[config.mk]
export PLATFORM = sky130hd
export DESIGN_NAME = oven_countdown
export DESIGN_NICKNAME = d
export VERILOG_FILES = /design/src/rtl/oven_pkg.sv /design/src/rtl/tick_sync.sv /design/src/rtl/oven_countdown.sv
export SDC_FILE = /design/constraint.sdc
export NUM_CORES = 1
export LEC_CHECK = 0
export CAP_MARGIN = 20
export CORE_MARGIN = 1
export CORE_UTILIZATION = 45
export DETAILED_ROUTE_END_ITERATION = 8
export PLACE_DENSITY = 0.72
export SYNTH_ARGS = -nofsm -noshare
export SYNTH_HDL_FRONTEND = slang
export SYNTH_HIERARCHICAL = 1
export SYNTH_SLANG_ARGS = --single-unit
[constraint.sdc]
create_clock -name clk -period 5.5 [get_ports clk]
set_input_delay 0.825 -clock clk [delete_from_list [all_inputs] [get_ports clk]]
set_output_delay 0.825 -clock clk [all_outputs]
set_load 0.02 [all_outputs]
[src/rtl/oven_pkg.sv]
// oven_pkg: shared types and field widths for the oven cook timer.
//   state_t   : controller states (IDLE, ARMED, RUN, PAUSE, ALARM)
//   MIN_W     : width of the minute field
//   SEC_W     : width of the second field
//   SEC_MAX   : largest legal seconds value
package oven_pkg;

    typedef enum logic [2:0] {
        IDLE,
        ARMED,
        RUN,
        PAUSE,
        ALARM
    } state_t;

    localparam int MIN_W = 7;
    localparam int SEC_W = 6;

    localparam logic [SEC_W-1:0] SEC_MAX = 6'd59;

endpackage

[src/rtl/tick_sync.sv]
// tick_sync: brings an asynchronous toggle signal into the clk domain and
// turns every edge of it (rising or falling) into a one-cycle strobe.
// A toggle edge shows up as stb high during the third clk edge after it.
// Ports:
//   clk  in  system clock
//   rst  in  synchronous, active-high reset
//   tgl  in  asynchronous toggle input
//   stb  out one-cycle strobe per toggle edge
module tick_sync (
    input  logic clk,
    input  logic rst,
    input  logic tgl,
    output logic stb
);

    logic tgl_p0;
    logic tgl_p1;
    logic tgl_p2;

    // p0/p1: two-flop synchronizer; p2: previous synced value for edge detect
    always_ff @(posedge clk) begin
        if (rst) begin
            tgl_p0 <= 1'b0;
            tgl_p1 <= 1'b0;
            tgl_p2 <= 1'b0;
        end else begin
            tgl_p0 <= tgl;
            tgl_p1 <= tgl_p0;
            tgl_p2 <= tgl_p1;
        end
    end

    assign stb = tgl_p1 ^ tgl_p2;

endmodule

[src/rtl/oven_countdown.sv]
// oven_countdown: oven cook timer counting down MM:SS from a loaded setpoint,
// clocked by 1 ms toggle edges from the prescaler.
// Optional build macro: OVEN_DOOR_INTERLOCK_EN adds a door_open input that
// pauses a running cook, blocks start and gates the heater.
// Ports:
//   clk, rst             system clock, synchronous active-high reset
//   tick_tgl             1 ms toggle from prescaler (each edge = 1 ms)
//   set_min, set_sec     setpoint (clamped to MAX_MIN / 59 on load)
//   load/start/pause/cancel  one-cycle command pulses, cancel highest priority
//   door_open            (interlock build only) door switch, asynchronous
//   remain_min/sec       remaining time
//   running, heater_en   high in RUN (heater also gated by door in interlock build)
//   done                 one-cycle pulse on reaching 0:00
//   buzzer               high in ALARM
module oven_countdown
    import oven_pkg::*;
#(
    parameter int MS_PER_S = 1000,
    parameter int BUZZ_MS  = 3000,
    parameter int MAX_MIN  = 99
) (
    input  logic             clk,
    input  logic             rst,
    input  logic             tick_tgl,
    input  logic [MIN_W-1:0] set_min,
    input  logic [SEC_W-1:0] set_sec,
    input  logic             load,
    input  logic             start,
    input  logic             pause,
    input  logic             cancel,
`ifdef OVEN_DOOR_INTERLOCK_EN
    input  logic             door_open,
`endif
    output logic [MIN_W-1:0] remain_min,
    output logic [SEC_W-1:0] remain_sec,
    output logic             running,
    output logic             heater_en,
    output logic             done,
    output logic             buzzer
);

    localparam int MS_W   = $clog2(MS_PER_S);
    localparam int BUZZ_W = $clog2(BUZZ_MS + 1);

    localparam logic [MS_W-1:0]   MS_LAST   = MS_W'(MS_PER_S - 1);
    localparam logic [BUZZ_W-1:0] BUZZ_LAST = BUZZ_W'(BUZZ_MS - 1);

    function automatic logic [MIN_W-1:0] clamp_min(input logic [MIN_W-1:0] m);
        return (m > MIN_W'(MAX_MIN)) ? MIN_W'(MAX_MIN) : m;
    endfunction

    function automatic logic [SEC_W-1:0] clamp_sec(input logic [SEC_W-1:0] s);
        return (s > SEC_MAX) ? SEC_MAX : s;
    endfunction

    state_t             state, state_n;
    logic [MIN_W-1:0]   min_n;
    logic [SEC_W-1:0]   sec_n;
    logic [MS_W-1:0]    ms_cnt, ms_n;
    logic [BUZZ_W-1:0]  buzz_cnt, buzz_n;
    logic               done_n;
    logic               ms_stb;
    logic               start_ok;
    logic               door_hold;

    tick_sync u_tick_sync (
        .clk (clk),
        .rst (rst),
        .tgl (tick_tgl),
        .stb (ms_stb)
    );

`ifdef OVEN_DOOR_INTERLOCK_EN
    logic door_p0;
    logic door_p1;

    always_ff @(posedge clk) begin
        if (rst) begin
            door_p0 <= 1'b0;
            door_p1 <= 1'b0;
        end else begin
            door_p0 <= door_open;
            door_p1 <= door_p0;
        end
    end

    assign door_hold = door_p1;
    assign start_ok  = start & ~door_p1;
`else
    assign door_hold = 1'b0;
    assign start_ok  = start;
`endif

    always_comb begin
        state_n = state;
        min_n   = remain_min;
        sec_n   = remain_sec;
        ms_n    = ms_cnt;
        buzz_n  = buzz_cnt;
        done_n  = 1'b0;

        if (cancel) begin
            state_n = IDLE;
            min_n   = '0;
            sec_n   = '0;
        end else begin
            case (state)
                IDLE: begin
                    if (!pause && !start && load) begin
                        min_n   = clamp_min(set_min);
                        sec_n   = clamp_sec(set_sec);
                        state_n = ARMED;
                    end
                end
                ARMED: begin
                    if (pause) begin
                        state_n = ARMED;
                    end else if (start) begin
                        if (start_ok && (remain_min != '0 || remain_sec != '0)) begin
                            ms_n    = '0;
                            state_n = RUN;
                        end
                    end else if (load) begin
                        min_n = clamp_min(set_min);
                        sec_n = clamp_sec(set_sec);
                    end
                end
                RUN: begin
                    // a strobe coinciding with pause (or an open door) is dropped
                    if (pause || door_hold) begin
                        state_n = PAUSE;
                    end else if (ms_stb) begin
                        if (ms_cnt == MS_LAST) begin
                            ms_n = '0;
                            if (remain_sec != '0) begin
                                sec_n = remain_sec - SEC_W'(1);
                            end else begin
                                sec_n = SEC_MAX;
                                min_n = remain_min - MIN_W'(1);
                            end
                            if (remain_min == '0 && remain_sec == SEC_W'(1)) begin
                                done_n  = 1'b1;
                                buzz_n  = '0;
                                state_n = ALARM;
                            end
                        end else begin
                            ms_n = ms_cnt + MS_W'(1);
                        end
                    end
                end
                PAUSE: begin
                    if (!pause && start_ok) begin
                        state_n = RUN;
                    end
                end
                ALARM: begin
                    if (ms_stb) begin
                        if (buzz_cnt == BUZZ_LAST) begin
                            state_n = IDLE;
                        end else begin
                            buzz_n = buzz_cnt + BUZZ_W'(1);
                        end
                    end
                end
                default: state_n = IDLE;
            endcase
        end
    end

    // register stage: state, counters and registered outputs
    always_ff @(posedge clk) begin
        if (rst) begin
            state      <= IDLE;
            remain_min <= '0;
            remain_sec <= '0;
            ms_cnt     <= '0;
            buzz_cnt   <= '0;
            running    <= 1'b0;
            heater_en  <= 1'b0;
            done       <= 1'b0;
            buzzer     <= 1'b0;
        end else begin
            state      <= state_n;
            remain_min <= min_n;
            remain_sec <= sec_n;
            ms_cnt     <= ms_n;
            buzz_cnt   <= buzz_n;
            running    <= (state_n == RUN);
            heater_en  <= (state_n == RUN) & ~door_hold;
            done       <= done_n;
            buzzer     <= (state_n == ALARM);
        end
    end

endmodule

### Yosys cells after proc, flatten, opt, wreduce, memory -nomap -nowiden

Cells that the tools add are included.

* add/sub/neg operators: 4
* multiply operators: 0
* div/mod/pow operators: 0
* $lt $le $gt $ge: 2
* equality and inequality tests: 22
* shift-type cells: 0
* mux-type cells: 48
* bitwise operators: 5
* reduce and logical (&&, ||, !) cells: 21

Operator list (count)
* $mux 12: 6
* $mux 7: 9
* $mux 10: 6
* $mux 6: 9
* $mux 3: 12
* $ne 2x2->1 const B: 13
* $pmux 12 s2: 1
* $pmux 7 s3: 1
* $pmux 10 s2: 1
* $pmux 6 s3: 1
* $reduce_and 8->1: 2
* $pmux 3 s5: 1
* $add 12x1->12 const B: 1
* $eq 12x12->1 const B: 1
* $add 10x1->10 const B: 1
* $eq 10x10->1 const B: 1
* $eq 3x2->1 const B: 3
* $reduce_and 9->1: 1
* $gt 7x7->1 const B: 1
* $logic_not 7->1: 1
* $reduce_and 7->1: 1
* $reduce_bool 7->1: 1
* $sub 7x1->7 const B: 1
* $eq 3x3->1 const B: 2
* other kinds (16): 25

* flip-flop bits (word level): 44
* latch bits: 0
* memory bits (writable): 0
* memory bits (read-only): 0
* input bits: 20
* output and inout bits: 17
* logic and storage cells: 113
* memories: 0

### Longest topological paths before layout

Gate-level depths: netlist of the first run.

* word-level depth: 9
* mapped depth: 8
* gate-level depth less buffers: 7

### Hierarchy

Netlist of the first run, hierarchy kept.

Modules (own cells, without submodules)
* oven_countdown: times used 1, cells an instance 305, area each 2546.2 µm²
* tick_sync: times used 1, cells an instance 7, area each 87.6 µm²

### Worst setup path after synthesis of the first run

OpenSTA, ideal clock, no wires.

* kind: input-to-reg
* start point: input port pause
* end point: register remain_min[4]
* arrival time: 2.066 ns
* required time: 5.383 ns
* setup slack: 3.317 ns
* stages on the path: 6
* buffers on the path: 1
* path through: or3b_1 -> a2bb2oi_1 -> nor3_2 -> buf_4 -> o21ai_0 -> a32o_1

* longest elaborated chain between the ends: 5
* elaborated cells on any way between the ends: 7
* classes of those cells: eq/ne: 3; reduce/logical: 4

Ends and longest elaborated chain
* from (decl): line oven_countdown.sv:29 `input logic pause,`
* $logic_not 1->1: line oven_countdown.sv:109 `if (!pause && !start && load) begin`
* $logic_and 1x1->1 (2 in a row): line oven_countdown.sv:109
* $ne 2x2->1 (no source line)
* $reduce_and 9->1 (no source line) (*)
* to (signal assigned): line oven_countdown.sv:184 `remain_min <= min_n;`
* to (decl): line oven_countdown.sv:34 `output logic [MIN_W-1:0] remain_min,`

Mark *: on every way between the ends. The rest lies on a longest branch, timed or not.
A chain may end at the register's enable or synchronous reset.

### Worst setup path after layout of the first run

* start point: input port pause
* end point: register remain_min[2]

The elaborated chain is that of the path after synthesis.

==> PnR_summary.wiki, run 1 <==
{| class="wikitable"
! Metric !! Value
|-
| Critical path capture point type || flip-flop
|-
| Top-area cell type share of the netlist area || 0.3344
|-
| Wire length of the first global-routing pass || 11.05 mm
|-
| Count of nets after finishing || 369
|-
| Die outline width || 78.51 um
|-
| Number of buffers created by CTS || 5
|-
| Time the final worst path needs with I/O delays and setup || 3.011 ns
|-
| Count of nets left with antenna violations after detail routing || 0
|-
| Cell Chain, Critical Path || clkdlybuf4s50_1 -> or3b_1 -> a2bb2oi_1 -> nor3_2 -> o21ai_0 -> a32o_1
|-
| GRT Residual Overflow || 0
|-
| Synthesized Nets || 338
|-
| Slew Viols, Final || 0
|-
| Share of flip-flops with an asynchronous set or reset || 0
|-
| Final antenna diode count || 0
|-
| Critical Path Max Stage Delay || roughly 0.6 ns
|-
| Number of hold buffers added after cts || 0
|-
| Maximum clock insertion buffer count || 2
|-
| Global-route met3 utilization || 0.03372
|-
| First-pass iteration count of the detailed router || 4
|-
| Run status || finished clean
|-
| Detailed-placement wirelength estimate || ~4.7 mm
|-
| Critical path class || in2reg
|-
| Leading cell type by number of instances after synthesis || dfxtp_1
|-
| Clock root buffer || clkbuf_8
|-
| Grt peak-use layer || met2
|-
| Leakage || just over 1 nW
|-
| Area of the die || 0.006163 sq mm
|-
| Number of synthesized register bits || 44
|-
| FP Rows || 27
|-
| Initial antenna violation count || 0
|-
| Met1 Resource Use GR || 0.2885
|-
| Via count of the first global-routing pass || 2342
|-
| Cell type contributing the most total cell area after synthesis || dfxtp_1
|-
| Die height || 78.51 um
|-
| Clock sink count || 44
|-
| Met2 track demand over resource in global routing || 0.3704
|-
| Post-Syn Area per Cell || 8.442 sq um
|-
| Number of buffers added on ports || 36
|-
| Pin count of the biggest net entering global routing || 19
|-
| Fraction of layout cells with a size suffix above 1 || 0.09593
|-
| Endpoints failing hold || 0
|-
| Start point of the worst min-delay path || u_tick_sync/tgl_p0
|-
| R2R Path Start || state[2]
|-
| Unrepaired setup endpoints after global routing || no
|-
| Register area share after synthesis || 0.3344
|-
| Slowest CP cell || nor3_2
|-
| Worst Max-Slew Pin Slew || 0.7529 ns
|-
| Synthesis Warnings || 6
|-
| Remaining routing DRC violations || 0
|-
| Resize count post-CTS || 0
|-
| Final weighted congestion of routability-driven global placement || 0.8894
|-
| Layout overhead on the synthesized area || 18.72%
|-
| Max-capacitance violation count || 0
|-
| Netlist area before placement || approximately 0.0026 sq mm
|-
| Clock slew seen by the registers of the worst setup and hold paths || 0.08 ns
|-
| Routed via count || between 2000 and 2500
|-
| Final setup violating endpoints || 0
|-
| DRC marker count from the first detailed-route iteration || 175
|-
| Minimum hold slack || 0.4601 ns
|-
| Ranking of synthesized cells by area || dfxtp_1, o21ai_0, nand2_1, a21oi_1, nor2_1
|-
| Number of primary I/O pins || 37
|-
| Number of flops mapped to enable cells by yosys || 0
|-
| Avg WL per Cell || 15.58 um
|-
| Commonest cells in the synthesized netlist || dfxtp_1, nand2_1, nor2_1
|-
| Worst reg2reg setup slack || 2.80 ns
|-
| Worst vdd ir || 121.9 uV
|-
| Number of cells on the worst hold path || 1
|-
| Slew Limit Headroom || 0.4953
|-
| Register-to-Register Path Depth || 5
|-
| Insertion delay to the later sink of the worst-skew pair || ~0.29 ns
|-
| Worst Path Arrival || 3.20 ns
|-
| Dominant synthesized flop cell || dfxtp_1
|-
| Sink of the worst hold path || u_tick_sync/tgl_p1
|-
| Min-Delay Path Class || reg2reg
|-
| Vias per std cell || about 6
|-
| Worst endpoint required time || around 5.7 ns
|-
| Area inside the core boundary || 0.005574 sq mm
|-
| Post-CTS setup buffer count || 0
|-
| P per Cell Area || approximately 200 mW/mm^2
|-
| Skew final || about 0.004 ns
|-
| End of the worst register-to-register path || remain_min[2]
|-
| Setup TNS || 0 ns
|-
| Final worst path period share || 0.5474
|-
| CP max FO || 13
|-
| Total Routing Usage GR || 0.2216
|-
| Unique cell type count in the Yosys netlist || 69
|-
| CTS tree || built
|-
| Initial Util || 0.4725
|-
| Deepest level of the CTS H-tree || 2
|-
| Total Wirelength || 6.480 mm
|-
| Cells after Synth || roughly 310
|-
| Kind of launch point of the worst setup path || primary input
|-
| Highest clock frequency the design can meet || 0.3321 GHz
|}
[routing by layer]
metal	vias up	wire length, um
met5	-	0
met4	0	88
met3	9	238
met2	63	3146
met1	1182	3007
li1	1241	-
[sequential cells by signal, summed over array words and instances (netlist names)]
name and cells:
buzz_cnt 12, buzzer 1, done 1, heater_en 1, ms_cnt 10, remain_min 7
remain_sec 6, state 3, u_tick_sync/tgl_p0 1, u_tick_sync/tgl_p1 1, u_tick_sync/tgl_p2 1
[cells by family (layout without fill, tap and decap cells)]
group,after synthesis,after routing,synth area share
simple gates,131,131,0.2841
compound gates,98,98,0.2779
flops,44,44,0.3344
buf+inv,25,57,0.04750
fa+ha+maj,6,6,0.02850
xor+xnor,6,6,0.01995
mux,2,2,0.007601
[worst max path at each step]
stage	from	end	slack (ns)	cells past startpoint
after floorplan	pause	remain_min[4]	3.32	6
after global placement	pause	remain_min[2]	2.35	6
after detailed placement	pause	remain_min[3]	2.22	6
after CTS	pause	remain_min[3]	2.52	6
after global routing	pause	remain_min[2]	2.34	6
final	pause	remain_min[2]	2.49	6
[per-stage QoR]
stage	utilization	setup WS [ns]	instance area [sq um]	power (mW)	cells
global placement	0.5410	2.347	3015	0.3879	408
floorplan	-	3.317	2634	0.3612	312
CTS	0.5609	2.522	3127	0.6339	416
detailed placement	0.5410	2.222	3015	0.3888	408
global route	0.5609	2.343	3127	0.6568	416
finish	0.5609	2.489	3127	0.6299	416
[cell type report]
class | instances | area [sq um]
Clock inverter | 3 | 42.54
Sequential cell | 44 | 880.8
Tap cell | 72 | 90.09
Clock buffer | 5 | 68.82
Inverter | 11 | 41.29
Multi-Input combinational cell | 243 | 1628
Timing Repair Buffer | 38 | 375.4
Fill cell | 506 | 2447
[layout by cell type (no fill, tap or decap), types with 5 or more instances in the layout]
cell,instances
inv_1,11
ha_1,6
dfxtp_1,44
a32o_1,5
nor2_1,27
nand2_1,29
xor2_1,6
clkbuf_8,5
nand3_1,10
a211oi_1,5
o21ai_0,24
nor3_1,6
a21oi_1,21
clkdlybuf4s50_1,36
nand4_1,8
[where the power goes]
part           leakage [nW]  internal, mW  switching [mW]
logic                 0.627        0.0268          0.0308
registers             0.355         0.321         0.00333
clock network        0.0541         0.134           0.114
total                  1.04         0.482           0.148
[worst max-delay path, delay by kind of cell]
family | cells | cell delay (ns)
and+or+nand+nor | 2 | 1.07
AOI/OAI and AO/OA | 3 | 0.72
buffers and inverters | 1 | 0.59
Note: power is estimated with default switching activity, not from simulation.
==> run 2, diff against run 1 <==
==> constraint.sdc (replaced) <==
create_clock -name clk -period 3.2 [get_ports clk]
set_input_delay 0.48 -clock clk [delete_from_list [all_inputs] [get_ports clk]]
set_output_delay 0.48 -clock clk [all_outputs]
set_load 0.02 [all_outputs]
==> run 2 against run 1 <==
  * Clock power up 46%
  * Combinational power up 73%
  * Cell count up 0.48%
  * Register-to-register slack worse by 2.0 ns
  * Utilization down 0.067 points
  * Count of clock-buffer cells in the layout up 1
  * Largest cell class unchanged
  * Critical path type is now reg2reg
  * Design area down 0.12%
  * Global-route usage down 0.79 points
  * Setup slack worse by 1.7 ns
  * Critical endpoint is now ms_cnt[2]
  * Via count down 1.0%
==> PnR_summary.wiki, run 2 (same netlist as run 1, synthesis figures left out) <==
{| class="wikitable"
! Metric !! Value
|-
| Count of nets after finishing || ~370
|-
| Insertion delay to the later sink of the worst-skew pair || 0.29 ns
|-
| Layout overhead on the synthesized area || 18.58%
|-
| Min-Delay Path Class || reg2reg
|-
| FP Rows || 27
|-
| Registers with the highest flip-flop counts || buzz_cnt (12), ms_cnt (10), remain_min (7)
|-
| Slew Limit Headroom || 0.6079
|-
| Area used by multi-input combinational logic || 0.001628 sq mm
|-
| Portion of total power attributed to the clock network || 0.356
|-
| Max reg flops || 12
|-
| Wire length of the first global-routing pass || approximately 11 mm
|-
| Post-CTS setup buffer count || 0
|-
| Total Routing Usage GR || 0.2137
|-
| CTS tree || built
|-
| Critical path class || reg2reg
|-
| Area inside the core boundary || 0.005574 sq mm
|-
| Avg WL per Cell || 15.17 um
|-
| Number of primary I/O pins || 37
|-
| Run status || finished clean
|-
| Worst vdd ir || between 200 and 250 uV
|-
| Storage cell area || 880.8 sq um
|-
| Endpoints failing hold || 0
|-
| Start point of the critical path || remain_min[0]
|-
| Worst slack at placement || 0.5881 ns
|-
| Time the final worst path needs with I/O delays and setup || roughly 2.4 ns
|-
| Worst setup margin || 0.8017 ns
|-
| Setup TNS || 0 ns
|-
| Skew final || 0.004093 ns
|-
| Die outline width || roughly 79 um
|-
| Share of power burned in combinational logic || 0.098
|-
| Most frequent cells in the layout || dfxtp_1, clkdlybuf4s50_1, nand2_1
|-
| Count of nets left with antenna violations after detail routing || 0
|-
| R2R Path Start || remain_min[0]
|-
| Number of hold buffers added after cts || 0
|-
| DRC marker count from the first detailed-route iteration || ~210
|-
| Worst Path Arrival || 2.63 ns
|-
| Resize count post-CTS || 0
|-
| Met1 Resource Use GR || 0.2728
|-
| Register-to-Register Path Depth || 7
|-
| Total power || 1.019 mW
|-
| Deepest level of the CTS H-tree || 2
|-
| Worst endpoint required time || 3.43 ns
|-
| Number of buffers added on ports || 36
|-
| Area of the die || 0.006163 sq mm
|-
| Maximum clock insertion buffer count || 2
|-
| Critical path capture point type || flip-flop
|-
| Slew Viols, Final || 0
|-
| Final weighted congestion of routability-driven global placement || 0.9059
|-
| Final setup violating endpoints || 0
|-
| First-pass iteration count of the detailed router || 4
|-
| Max-capacitance violation count || 0
|-
| Final worst path period share || 0.7495
|-
| Commonest non-fill, non-tap cell in the layout || dfxtp_1
|-
| Grt peak-use layer || met2
|-
| Clock root buffer || clkbuf_8
|-
| # fillers || 525
|-
| Initial antenna violation count || 0
|-
| Fraction of layout cells with a size suffix above 1 || 0.1012
|-
| Kind of launch point of the worst setup path || flip-flop
|-
| Remaining routing DRC violations || 0
|-
| Unrepaired setup endpoints after global routing || no
|-
| Die height || 78.51 um
|-
| Global-route met3 utilization || 0.03605
|-
| Worst Max-Slew Pin Slew || 0.5834 ns
|-
| Vias per std cell || 5.907
|-
| Internal power component || 0.7707 mW
|-
| Routed via count || 2469
|-
| Met2 track demand over resource in global routing || 0.3609
|-
| Proportion of power drawn by flip-flops and latches || 0.546
|-
| Worst reg2reg setup slack || 0.80 ns
|-
| Final antenna diode count || 0
|-
| Via count of the first global-routing pass || 2243
|-
| Switching Power || 0.2487 mW
|-
| Reg with most FFs || buzz_cnt
|-
| Total Wirelength || 6.340 mm
|-
| CP max FO || 11
|-
| Clock sink count || 44
|-
| P per Cell Area || between 300 and 400 mW/mm^2
|-
| Critical path capture point || ms_cnt[2]
|-
| Net switching share of the total power || 0.2440
|-
| Leakage || 1.043 nW
|-
| Number of buffers created by CTS || 5
|-
| Detailed-placement wirelength estimate || 4.566 mm
|-
| Initial Util || 0.4725
|-
| Highest clock frequency the design can meet || 0.4170 GHz
|-
| Pin count of the biggest net entering global routing || 18
|-
| End of the worst register-to-register path || ms_cnt[2]
|-
| GRT Residual Overflow || 0
|-
| Clock slew seen by the registers of the worst setup and hold paths || 0.08 ns
|}
## run 2: cell types whose count changed in the layout (fill, tap and decap cells not counted)
cell | previous run | this run
buf_4 | 2 | 4
bufinv_16 | 1 | 0
clkbuf_8 | 5 | 6
clkinv_2 | 1 | 2
clkinvlp_4 | 1 | 0
## run 2: worst min-delay path by stage
stage / start / end / slack [ns] / cells past startpoint
global placement: u_tick_sync/tgl_p0 / u_tick_sync/tgl_p1 / 0.43 / 1
finish: u_tick_sync/tgl_p0 / u_tick_sync/tgl_p1 / 0.45 / 1
detailed placement: u_tick_sync/tgl_p0 / u_tick_sync/tgl_p1 / 0.43 / 1
floorplan: u_tick_sync/tgl_p0 / u_tick_sync/tgl_p1 / 0.41 / 1
global route: u_tick_sync/tgl_p0 / u_tick_sync/tgl_p1 / 0.48 / 1
CTS: u_tick_sync/tgl_p0 / u_tick_sync/tgl_p1 / 0.45 / 1
## run 2: final cells by class
class                           count  share of cell area
Clock inverter                      2            0.003205
Timing Repair Buffer               40              0.1250
Multi-Input combinational cell    243              0.5212
Sequential cell                    44              0.2821
Clock buffer                        6             0.02644
Tap cell                           72             0.02885
Inverter                           11             0.01322
## run 2: stage by stage
| step | cells | area (sq um) | hold WS, ns | util |
|---|---|---|---|---|
| finish | 418 | 3123 | 0.4471 | 0.5603 |
| global route | 418 | 3123 | 0.4788 | 0.5603 |
| detailed placement | 410 | 3030 | 0.4280 | 0.5437 |
| global placement | 410 | 3030 | 0.4336 | 0.5437 |
| CTS | 418 | 3123 | 0.4482 | 0.5603 |
| floorplan | 312 | 2634 | 0.4138 | - |
## run 2: layer usage
metal | up-vias | part of all wire
met5 | - | 0
met3 | 9 | 0.033
li1 | 1240 | -
met2 | 55 | 0.47
met4 | 0 | 0.012
met1 | 1165 | 0.48
## run 2: critical path: stages, from the launching register on
cell	delay, ns
dfxtp_1	0.44
inv_1	0.07
ha_1	0.24
nor4b_4	0.17
a41oi_1	0.50
o21ai_2	0.26
or4_1	0.51
a21oi_1	0.14
## run 2: power by group through the flow
stage,combinational [mW],clock [mW],sequential (mW)
after floorplan,0.0494,0,0.571
after global placement,0.0976,0,0.570
after detailed placement,0.0986,0,0.570
after CTS,0.0992,0.372,0.557
after global routing,0.110,0.395,0.558
final,0.0995,0.363,0.557
==> run 3, diff against run 2 <==
==> constraint.sdc (replaced) <==
create_clock -name clk -period 2.35 [get_ports clk]
set_input_delay 0.3525 -clock clk [delete_from_list [all_inputs] [get_ports clk]]
set_output_delay 0.3525 -clock clk [all_outputs]
set_load 0.02 [all_outputs]
==> run 3 against run 2 <==
  * Clock power is 28% higher
  * Worst hold slack got worse by 0.0015 ns
  * Cell count is 1.7% higher
  * Design area up 1.6%
  * Die area unchanged
  * First-iteration DRC count down 43%
  * Critical path type unchanged
==> PnR_summary.wiki, run 3 (same netlist as run 1, synthesis figures left out) <==
{| class="wikitable"
! Metric !! Value
|-
| Run status || finished clean
|-
| Initial Util || 0.4725
|-
| Clock slew seen by the registers of the worst setup and hold paths || 0.08 ns
|-
| Die height || roughly 79 um
|-
| Area of the die || 0.006163 sq mm
|-
| Count of nets after finishing || 379
|-
| Critical path capture point type || flip-flop
|-
| Total Wirelength || 6.342 mm
|-
| Worst endpoint required time || ~2.6 ns
|-
| CTS tree || built
|-
| Skew final || 0.003840 ns
|-
| End of the worst register-to-register path || buzzer
|-
| Registers with the highest flip-flop counts || buzz_cnt (12), ms_cnt (10), remain_min (7)
|-
| Critical path capture point || buzzer
|-
| Start point of the critical path || remain_min[0]
|-
| Final antenna diode count || 0
|-
| Count of nets left with antenna violations after detail routing || 0
|-
| Remaining routing DRC violations || 0
|-
| Detailed-placement wirelength estimate || ~4.6 mm
|-
| R2R Path Start || remain_min[0]
|-
| Final setup violating endpoints || 0
|-
| Worst reg2reg setup slack || roughly 0.24 ns
|-
| Post-CTS setup buffer count || 0
|-
| Critical path class || reg2reg
|-
| Worst vdd ir || 247.7 uV
|-
| Wire length of the first global-routing pass || 10.57 mm
|-
| Insertion delay to the later sink of the worst-skew pair || roughly 0.30 ns
|-
| Slew Limit Headroom || 0.6324
|-
| Setup TNS || 0 ns
|-
| Number of buffers created by CTS || 5
|-
| Clock root buffer || clkbuf_8
|-
| Deepest level of the CTS H-tree || 2
|-
| Worst Max-Slew Pin Slew || 0.5469 ns
|-
| Kind of launch point of the worst setup path || flip-flop
|-
| Fraction of layout cells with a size suffix above 1 || 0.1190
|-
| Layout overhead on the synthesized area || 20.43%
|-
| Unrepaired setup endpoints after global routing || no
|-
| Cell Chain, Critical Path || inv_1 -> ha_1 -> nor4b_4 -> nand4_1 -> nor4_1 -> nand3b_1 -> a221oi_1
|-
| Register-to-Register Path Depth || 7
|-
| Critical Path Max Stage Delay || 0.37 ns
|-
| GRT Residual Overflow || 0
|-
| CP bufs+invs || 1
|-
| Maximum clock insertion buffer count || 2
|-
| Max reg flops || 12
|-
| Routed via count || 2533
|-
| Max-capacitance violation count || 0
|-
| Resize count post-CTS || 0
|-
| Avg WL per Cell || between 10 and 15 um
|-
| Worst Path Arrival || 2.32 ns
|-
| Vias per std cell || 5.960
|-
| First-pass iteration count of the detailed router || 4
|-
| Largest delay contributor family on the critical path || simple AND/OR/NAND/NOR gates
|-
| Total Routing Usage GR || 0.2116
|-
| Final worst path period share || 0.8973
|-
| Min-Delay Path Class || reg2reg
|-
| Area inside the core boundary || 0.005574 sq mm
|-
| Leakage || 1.071 nW
|-
| P per Cell Area || 430.2 mW/mm^2
|-
| Clock sink count || 44
|-
| Most frequent cells in the layout || dfxtp_1, clkdlybuf4s50_1, nand2_1
|-
| Number of buffers added on ports || 36
|-
| Time the final worst path needs with I/O delays and setup || roughly 2.1 ns
|-
| Number of hold buffers added after cts || 0
|-
| Endpoints failing hold || 0
|-
| Depth of the critical timing path with buffers and inverters included || 7
|-
| Reg with most FFs || buzz_cnt
|-
| Initial antenna violation count || 0
|-
| Slew Viols, Final || 0
|-
| Commonest non-fill, non-tap cell in the layout || dfxtp_1
|-
| Slowest CP cell || nor4_1
|-
| Util after Layout || 0.5690
|-
| Final weighted congestion of routability-driven global placement || 0.9198
|-
| Die outline width || 78.51 um
|-
| Number of primary I/O pins || 37
|-
| Pin count of the biggest net entering global routing || 18
|-
| DRC marker count from the first detailed-route iteration || 123
|-
| FP Rows || 27
|-
| Highest clock frequency the design can meet || 0.4743 GHz
|-
| Via count of the first global-routing pass || 2278
|-
| CP max FO || 6
|}
run 3: cell count changes in the layout (fill, tap and decap cells not counted):
cell	previous run	this run
buf_4	4	12
clkbuf_8	6	5
clkinv_2	2	1
clkinvlp_4	0	1
run 3: final cells by class:
class	count	area, sq um
clock buffers	5	68.82
clock inverters	2	12.51
inverters	11	41.29
repair buffers	48	450.4
well taps	72	90.09
multi-input cells	243	1628
flip-flops and latches	44	880.8
fillers	529	2402
run 3: through the flow:
step	hold slack, ns	instance area [sq um]	total power [mW]	worst slack [ns]	instances
finish	0.4456	3172	1.364	0.2414	425
global route	0.4830	3172	1.424	0.05335	425
CTS	0.4604	3172	1.378	0.2246	425
detailed placement	0.4389	3090	0.9170	0.09203	418
global placement	0.4184	3090	0.9167	0.1180	418
floorplan	0.4138	2634	0.8453	0.2181	312
run 3: per-layer routing:
layer,share of wire,global-route usage
met2,0.49,0.3652
met5,0,0
met4,0.011,0.06667
met1,0.46,0.2640
met3,0.036,0.03837
run 3: worst min-delay path by stage:
stage                             from                  to  slack, ns  cells after the start
global route        u_tick_sync/tgl_p0  u_tick_sync/tgl_p1       0.48                      1
global placement    u_tick_sync/tgl_p0  u_tick_sync/tgl_p1       0.42                      1
finish              u_tick_sync/tgl_p0  u_tick_sync/tgl_p1       0.45                      1
detailed placement  u_tick_sync/tgl_p0  u_tick_sync/tgl_p1       0.44                      1
floorplan           u_tick_sync/tgl_p0  u_tick_sync/tgl_p1       0.41                      1
CTS                 u_tick_sync/tgl_p0  u_tick_sync/tgl_p1       0.46                      1
run 3: where the power goes:
| part | internal [mW] | switching, mW |
|---|---|---|
| Sequential | 0.751 | 0.00738 |
| Combinational | 0.0692 | 0.0727 |
| Clock | 0.202 | 0.262 |
| Total | 1.02 | 0.343 |
